--- config.mk ---
export PLATFORM = sky130hd
export DESIGN_NAME = wb_arbiter_2m
export DESIGN_NICKNAME = d
export VERILOG_FILES = /design/src/rtl/wb_arbiter_2m.sv
export SDC_FILE = /design/constraint.sdc
export NUM_CORES = 1
export LEC_CHECK = 0
export CAP_MARGIN = 5
export CORE_AREA = 2 2 122 124
export DETAILED_ROUTE_END_ITERATION = 6
export DIE_AREA = 0 0 124 126
export SYNTH_ARGS = -nofsm -noshare
export SYNTH_HDL_FRONTEND = slang
export SYNTH_SLANG_ARGS = --single-unit
--- constraint.sdc ---
create_clock -name clk -period 2.4 [get_ports clk]
set_clock_uncertainty 0.2 [all_clocks]
set_input_delay 0.36 -clock clk [delete_from_list [all_inputs] [get_ports clk]]
set_output_delay 0.36 -clock clk [all_outputs]
set_load 0.05 [all_outputs]
--- src/rtl/wb_arbiter_2m.sv ---
// Two-master Wishbone classic round-robin arbiter, one transfer per grant.
// Optional grant timeout enabled by defining WB_ARB_TIMEOUT_EN.
module wb_arbiter_2m #(
    parameter int ADDR_W         = 32,
    parameter int DATA_W         = 32,
    parameter int TIMEOUT_CYCLES = 255
) (
    input  logic                clk,
    input  logic                rst,
    input  logic [ADDR_W-1:0]   m0_wb_adr_i,
    input  logic [DATA_W-1:0]   m0_wb_dat_i,
    output logic [DATA_W-1:0]   m0_wb_dat_o,
    input  logic                m0_wb_we_i,
    input  logic [DATA_W/8-1:0] m0_wb_sel_i,
    input  logic                m0_wb_stb_i,
    output logic                m0_wb_ack_o,
    output logic                m0_wb_err_o,
    input  logic [ADDR_W-1:0]   m1_wb_adr_i,
    input  logic [DATA_W-1:0]   m1_wb_dat_i,
    output logic [DATA_W-1:0]   m1_wb_dat_o,
    input  logic                m1_wb_we_i,
    input  logic [DATA_W/8-1:0] m1_wb_sel_i,
    input  logic                m1_wb_stb_i,
    output logic                m1_wb_ack_o,
    output logic                m1_wb_err_o,
    output logic [ADDR_W-1:0]   s_wb_adr_o,
    output logic [DATA_W-1:0]   s_wb_dat_o,
    input  logic [DATA_W-1:0]   s_wb_dat_i,
    output logic                s_wb_we_o,
    output logic [DATA_W/8-1:0] s_wb_sel_o,
    output logic                s_wb_stb_o,
    input  logic                s_wb_ack_i
);

    typedef enum logic [1:0] {IDLE, GNT0, GNT1} state_t;

    state_t state;
    logic   last_grant;
    logic   g0;
    logic   g1;
    logic   stb_sel;
    logic   timeout;

    if (TIMEOUT_CYCLES < 1) begin : g_bad_timeout
        $error("TIMEOUT_CYCLES must be at least 1");
    end

    assign g0      = (state == GNT0);
    assign g1      = (state == GNT1);
    assign stb_sel = (g0 & m0_wb_stb_i) | (g1 & m1_wb_stb_i);

`ifdef WB_ARB_TIMEOUT_EN
    localparam int CNT_RAW = $clog2(TIMEOUT_CYCLES + 1);
    localparam int CNT_W   = (CNT_RAW < 8) ? 8 : CNT_RAW;

    logic [CNT_W-1:0] cnt;

    // An ack arriving on the limit cycle wins over the timeout
    assign timeout = (g0 | g1) & ~s_wb_ack_i
                   & (cnt == CNT_W'(TIMEOUT_CYCLES));
`else
    assign timeout = 1'b0;
`endif

    always_comb begin
        s_wb_adr_o = '0;
        s_wb_dat_o = '0;
        s_wb_we_o  = 1'b0;
        s_wb_sel_o = '0;
        if (g0) begin
            s_wb_adr_o = m0_wb_adr_i;
            s_wb_dat_o = m0_wb_dat_i;
            s_wb_we_o  = m0_wb_we_i;
            s_wb_sel_o = m0_wb_sel_i;
        end else if (g1) begin
            s_wb_adr_o = m1_wb_adr_i;
            s_wb_dat_o = m1_wb_dat_i;
            s_wb_we_o  = m1_wb_we_i;
            s_wb_sel_o = m1_wb_sel_i;
        end
    end

    assign s_wb_stb_o  = stb_sel & ~timeout;
    assign m0_wb_ack_o = g0 & s_wb_ack_i;
    assign m1_wb_ack_o = g1 & s_wb_ack_i;
    assign m0_wb_err_o = g0 & timeout;
    assign m1_wb_err_o = g1 & timeout;
    assign m0_wb_dat_o = g0 ? s_wb_dat_i : '0;
    assign m1_wb_dat_o = g1 ? s_wb_dat_i : '0;

    always_ff @(posedge clk) begin
        if (rst) begin
            state      <= IDLE;
            last_grant <= 1'b1;
`ifdef WB_ARB_TIMEOUT_EN
            cnt        <= '0;
`endif
        end else begin
            unique case (state)
                IDLE: begin
                    // On a tie the master that did not own the last grant wins
                    if (m0_wb_stb_i && (!m1_wb_stb_i || last_grant)) begin
                        state      <= GNT0;
                        last_grant <= 1'b0;
                    end else if (m1_wb_stb_i) begin
                        state      <= GNT1;
                        last_grant <= 1'b1;
                    end
                end
                GNT0, GNT1: begin
                    if (s_wb_ack_i || !stb_sel || timeout)
                        state <= IDLE;
                end
                default: state <= IDLE;
            endcase
`ifdef WB_ARB_TIMEOUT_EN
            if (state == IDLE)
                cnt <= '0;
            else if (!s_wb_ack_i)
                cnt <= cnt + 1'b1;
`endif
        end
    end

endmodule

==> flow_summary.toml <==
[final_layout]
area_delta_synth_final_pct = 338
final_cells = 666
post-route-cell-area_mm2 = 0.00611
drive_above_1_share_pct = 31.0
fill_cells = 1350
layout_commonest_cell = "clkdlybuf4s50_1"
most-common-layout-cells = "clkdlybuf4s50_1 (174), buf_12 (138), a22o_1 (69)"
nets = 660

[yosys]
async_reset_ff_share_pct = 0
synth_area_leaders = "a22o_1 (43%), and2_1 (30%), dfxtp_1 (4.3%), buf_4 (4.3%), ha_1 (2.7%)"
synthCells = 185
yosys_warnings = 0
synth_flop_cell = "dfxtp_1"
ys_seq_elements = 3
syn_avg_cell_area_um2 = 7.55
yosysTopAreaCell = "a22o_1"
synthesis.area_mm2 = 0.00140
synth-edff-count = 0
synth_top_area_share_pct = 43.3
synth_cell_types = 24
seq_area_frac_synth_pct = 4.30

[setup_path]
ff2ff_path_depth = 6
crit_end = "s_wb_adr_o[18]"
critPathLaunchType = "register"
critPathMaxFanout = 31
r2r_start = "state[0]"
crit_type = "reg -> out"
cp-startpoint = "state[0]"
critPathMaxStageDelay_ns = 0.33
r2r_end = "state[1]"
rrSetupSlack_ns = 0.43
crit_chain = "inv_1 > ha_1 > nor2b_4 > buf_6 > a22o_1 > buf_12"
arrival_ns = 1.73
critPathRequiredTime_ns = 1.84
crit_slowest_cell = "dfxtp_1"
endpoint_kind = "primary output"

[clocking]
cts_sinks = 3
clk_pin_slew_ns = 0.03
ctsHtreeMaxLevel = 1
hold_buffers = 0
root_buffer = "clkbuf_16"
cts_tree = "yes"
cts-buffers-inserted = 3
cts_max_path_buffers = 2
clock_latency_ns = 0.22
cts-resized-gates = 0
post_cts_buffers = 0

[min_path]
hp-class = "reg -> reg"

[route]
ant_nets = 0
drcViolationCount = 0
vias = 2726
initialDrtViolationCount = 51
wl_per_cell_um = 17.5
totalWireLength_um = 11600
first_pass_iters = 4
viasPerCell = 4.09

[place]
hpwlAfterDp_um = 9840
place.port_buffers = 310
postPlaceCellArea_mm2 = 0.00602
dp_cells = 661
gp_congestion = 0.738

[pwr]
ir_worst_vdd_mv = 0.182
leakagePower_nw = 2.42
power.density_mw_per_mm2 = 392
finalPower_mw = 2.39

[timing]
min_period_over_period_pct = 95.6
slew_violations = 0
hold_viol_final = 0
tns_ns = 0
rsz0062_at_grt = "no"
holdWs_ns = 0.382
fmax_mhz = 436
setup_viol = 0
final.min_clock_period_ns = 2.29

[floorplan]
die_area_mm2 = 0.0156
die_y_um = 126
coreArea_mm2 = 0.0143
initial_core_util_pct = 9.76
num_rows = 44
io_pins = 313
die_x_um = 124

[grt]
grt_use_total_pct = 13.8
grt_overflow = 0
grt_max_degree = 54
grt_pass1_vias = 2927
grt_antenna_before_repair = 0
grt_pass1_wl_um = 16700

[run_status]
status = "finished clean"

[flow_run]
drv_cap = 0
[area by class of cell]
type | count | area [um2] | area share [%]
repair buffers | 315 | 4530 | 74.2
multi-input cells | 155 | 1190 | 19.5
well taps | 184 | 230 | 3.77
clock buffers | 4 | 78.8 | 1.29
flip-flops and latches | 3 | 60.1 | 0.982
inverters | 4 | 15.0 | 0.246
diodes | 1 | 2.50 | 0.0409
[state kept, by name, summed over array words and instances (netlist names)]
register	count
last_grant	1
state	2
[synth_stat cells, types with 2 or more instances]
cell type  number
a22o_1         69
and2_1         66
clkbuf_1        9
buf_4           8
buf_2           4
inv_1           4
dfxtp_1         3
ha_1            3
nand2b_1        3
buf_8           2
[worst min path at each step]
stage,startpoint,end,slack [ns],depth (start not counted)
2_1_floorplan,rst,state[1],0.24,1
3_3_place_gp,last_grant,last_grant,0.34,2
3_5_place_dp,last_grant,last_grant,0.37,2
4_1_cts,last_grant,last_grant,0.37,2
5_1_grt,state[0],state[0],0.41,2
6_report,state[0],state[0],0.38,2
[critical path: cells and delay by family (launching register included)]
family,cells,cell delay [ns]
compound gates,1,0.26
fa+ha+maj,1,0.18
simple gates,1,0.19
buf+inv,3,0.52
flops,1,0.33
[logic make-up (layout without fill, tap and decap cells)]
family / after synthesis / in the layout / share of synthesized area (%)
and+or+nand+nor: 72 / 72 / 32.4
AOI/OAI and AO/OA: 78 / 78 / 48.1
other: 1 / 3 / 0.269
adders and majority gates: 3 / 3 / 2.69
DFF: 3 / 3 / 4.30
buffers and inverters: 28 / 323 / 12.2
[power breakdown]
group          leakage (nW)  internal, mW  total (mW)  switching [mW]
Combinational          2.36          1.04        2.07            1.03
Clock                0.0382         0.219       0.264          0.0447
Sequential           0.0248        0.0555      0.0597         0.00428
Total                  2.42          1.32        2.39            1.08
[stage by stage]
stage	setup WS (ns)	utilization, %
3_3_place_gp	0.310	42.1
2_1_floorplan	0.300	-
3_5_place_dp	0.253	42.1
5_1_grt	0.0210	42.7
4_1_cts	0.0190	42.6
6_report	0.106	42.7
[metal layers]
metal,part of all wire [%],vias up,GRT usage (%)
met5,0,-,0
li1,-,1278,-
met3,15,2,6.25
met4,0.16,0,1.39
met1,34,1245,14.7
met2,50,201,25.3
No activity file was read; power rests on OpenSTA's default activity.
==> RTL edit 1, RTL diff (same settings) <==
Set the parameter `ADDR_W` to 16 (it was 32).
--- a/src/rtl/wb_arbiter_2m.sv
+++ b/src/rtl/wb_arbiter_2m.sv
@@ -1,7 +1,7 @@
 // Two-master Wishbone classic round-robin arbiter, one transfer per grant.
 // Optional grant timeout enabled by defining WB_ARB_TIMEOUT_EN.
 module wb_arbiter_2m #(
-    parameter int ADDR_W         = 32,
+    parameter int ADDR_W         = 16,
     parameter int DATA_W         = 32,
     parameter int TIMEOUT_CYCLES = 255
 ) (
Ports: changed (resized m0_wb_adr_i, m1_wb_adr_i and s_wb_adr_o); port bits go from 313 to 265. No check against the original RTL was run, so the function may have changed too.
==> RTL edit 1 against the original RTL <==
Sequential cell count is the same. Via count fell by 16%. Setup slack gained 11 ps. Largest power group unchanged. Power decreased by 13%. Area after synthesis decreased by 6.2%. Synthesized cell count decreased by 10%. Final area down 12%. Count of clock-buffer cells in the layout stayed put. Critical path type unchanged. Routed wire length shrank 18%.
==> RTL edit 1: results <==
set metrics [dict create \
    antenna_cells 0 \
    fin_nets 568 \
    initialDrtViolationCount 23 \
    ys_types 26 \
    grt_usage_pct 10.8 \
    signal_buffers 271 \
    multi_input_area_mm2 0.00107 \
    num-fill-cells 1372 \
    multi_input_cells 139 \
    crit_fanout 45 \
    slowest_stage "buf_4" \
    grt_pass1_wl_um 13200 \
    grt_max_degree 48 \
    ir_drop_mv 0.336 \
    cts_root_buffer "clkbuf_16" \
    hpwl_um 8060 \
    wirelength_um 9590 \
    layout.nonclk_buf_share_pct 73.0 \
    r2r_slack_ps 590 \
    combPwrFrac_pct 84.5 \
    via_count 2296 \
    drive_gt1_share_pct 37.1 \
    yosysWarnings 0 \
    async_reset_ff_share_pct 0 \
    clock_area_share_pct 1.46 \
    ys_top_cells_by_area "and2_1 32%, a22o_1 24%, a22o_2 13%, buf_8 5.7%, dfxtp_1 4.6%" \
    synthTopCellsByCount "66 x and2_1, 36 x a22o_1, 17 x a22o_2, 10 x clkbuf_1, 5 x buf_8" \
    leakagePower_nw 2.14 \
    p_sw_w 0.000918 \
    gp_congestion 0.803 \
    dr.pass1.iters 4 \
    status "complete, no violations" \
    met3_usage_pct 2.17 \
]
## RTL edit 1: changes by cell type in the layout (fill, tap and decap cells not counted), moves of 2 or more
| cell | unedited run | this run |
|---|---|---|
| a22o_1 | 69 | 36 |
| buf_12 | 138 | 122 |
| buf_4 | 1 | 4 |
| ha_2 | 0 | 2 |
| a22o_2 | 0 | 17 |
| clkdlybuf4s50_1 | 174 | 142 |
## RTL edit 1: repair_timing
item	CTS	global route
setup buffers	0	1
setup endpoints to repair	0	35
hold endpoints to repair	0	0
resized for setup	0	2
## RTL edit 1: final timing paths
check                 from              to  depth (start not counted)
setup / recovery  state[1]  s_wb_adr_o[11]                          5
hold / removal    state[1]        state[1]                          2
setup reg to reg  state[1]        state[1]                          7
hold reg to reg   state[1]        state[1]                          2
## RTL edit 1: routing by layer
metal / vias to the layer above / part of all wire [%]
met2: 127 / 57
met3: 6 / 9.5
li1: 1108 / -
met4: 0 / 0.52
met5: - / 0
met1: 1055 / 33
## RTL edit 1: kinds of logic after synthesis
family / after synthesis / synth area share (%)
other: 1 / 0.286
DFF: 3 / 4.58
adders and majority gates: 3 / 2.87
buffers and inverters: 25 / 14.2
AOI/OAI and AO/OA: 62 / 43.1
and+or+nand+nor: 72 / 35.0
## RTL edit 1: stage by stage
| step | std cells | area, um^2 | setup WS (ps) | total power [W] | hold slack [ps] |
|---|---|---|---|---|---|
| 2_1_floorplan | 167 | 1310 | 354 | 0.000858 | 226 |
| 3_3_place_gp | 598 | 5260 | 314 | 0.00180 | 322 |
| 3_5_place_dp | 598 | 5260 | 313 | 0.00182 | 332 |
| 4_1_cts | 602 | 5340 | 65.4 | 0.00209 | 335 |
| 5_1_grt | 605 | 5400 | 5.84 | 0.00216 | 381 |
| 6_report | 605 | 5400 | 117 | 0.00209 | 337 |
==> RTL edit 2, RTL diff (config.mk and constraints unchanged) <==
Made on the original files. The 3 states of `state_t` get a one-hot encoding in 3 bits.
--- a/src/rtl/wb_arbiter_2m.sv
+++ b/src/rtl/wb_arbiter_2m.sv
@@ -32,7 +32,7 @@
     input  logic                s_wb_ack_i
 );
 
-    typedef enum logic [1:0] {IDLE, GNT0, GNT1} state_t;
+    typedef enum logic [2:0] {IDLE = 3'b001, GNT0 = 3'b010, GNT1 = 3'b100} state_t;
 
     state_t state;
     logic   last_grant;
Function: same outputs for any inputs over 10 cycles, from zero or initial values and one cycle with rst high; not proved beyond that.
==> RTL edit 2 against the original RTL <==
Area after synthesis down 0.81%. Final area up 0.80%. Setup slack worse by 12 ps. Worst hold slack worse by 87 ps. Highest routed layer unchanged. Routed wire length down 4.7%. Sequential cell count up 1. Final cell count up 0.15%.
Power is not compared: it rests on default switching activity, and its combinational part moved more than twofold at a synthesized area within 25%.
==> RTL edit 2: results <==
set metrics [dict create \
    antenna_cells 0 \
    hpwl_um 9310 \
    hold_path.startpoint "last_grant" \
    multi_input_cells 158 \
    r2r_cells 3 \
    num-fill-cells 1307 \
    wl_met3_um 1020 \
    critPathArrivalTime_ps 1750 \
    crit_fanout 60 \
    via_count 2688 \
    multi_input_area_mm2 0.00120 \
    drive_gt1_share_pct 30.8 \
    ys_top_cells_by_area "a22o_1 44%, and2_1 30%, dfxtp_1 5.8%, buf_2 5.4%, nor3b_2 2.7%" \
    initialDrtViolationCount 60 \
    place_area_mm2 0.00604 \
    hold_depth 1 \
    reg.largest.list "state (3), last_grant (1)" \
    layout.nonclk_buf_share_pct 74.3 \
    seq_area_um2 80.1 \
    worstReg2RegEnd "last_grant" \
    max_stage_delay_ps 450 \
    r2r_slack_ps 760 \
    ys_types 19 \
    grt_usage_pct 12.6 \
    place_ws_ps 245 \
    clock_area_share_pct 1.22 \
    met3_usage_pct 2.99 \
    final_cells 667 \
    multi_input_area_share_pct 19.4 \
    ys_seq_area_share_pct 5.78 \
    signal_buffers 317 \
    synthCells 187 \
    grt_pass1_wl_um 15400 \
    hold_end "last_grant" \
    grt_max_degree 61 \
    cts.sinks 4 \
    routedWlPerCell_um 16.6 \
    synth_compound_area_share_pct 48.5 \
    met1Wirelength_um 3930 \
    n_all_inverters 1 \
    met2_length_um 6000 \
    path_delay_family "flip-flops" \
    status "complete, no violations" \
    grtUsageMet1_pct 13.9 \
    synthTopCellsByCount "70 x a22o_1, 66 x and2_1, 15 x buf_2, 8 x clkbuf_1" \
]
## RTL edit 2: power breakdown
| part | internal [W] | total [W] | leakage [nW] | switching (W) |
|---|---|---|---|---|
| Combinational | 0.000572 | 0.00101 | 2.32 | 0.000442 |
| Sequential | 0.0000750 | 0.0000883 | 0.0331 | 0.0000132 |
| Clock | 0.000213 | 0.000260 | 0.0370 | 0.0000473 |
| Total | 0.000860 | 0.00136 | 2.39 | 0.000502 |
## RTL edit 2: worst max path at each step
stage | start | end | slack, ps | cells after the start
2_1_floorplan | state[1] | s_wb_adr_o[10] | 340 | 4
5_1_grt | state[2] | s_wb_dat_o[29] | 1 | 4
4_1_cts | state[1] | s_wb_adr_o[15] | 80 | 4
6_report | state[2] | s_wb_adr_o[15] | 90 | 4
3_3_place_gp | state[2] | s_wb_dat_o[28] | 330 | 4
3_5_place_dp | state[2] | s_wb_dat_o[1] | 240 | 4
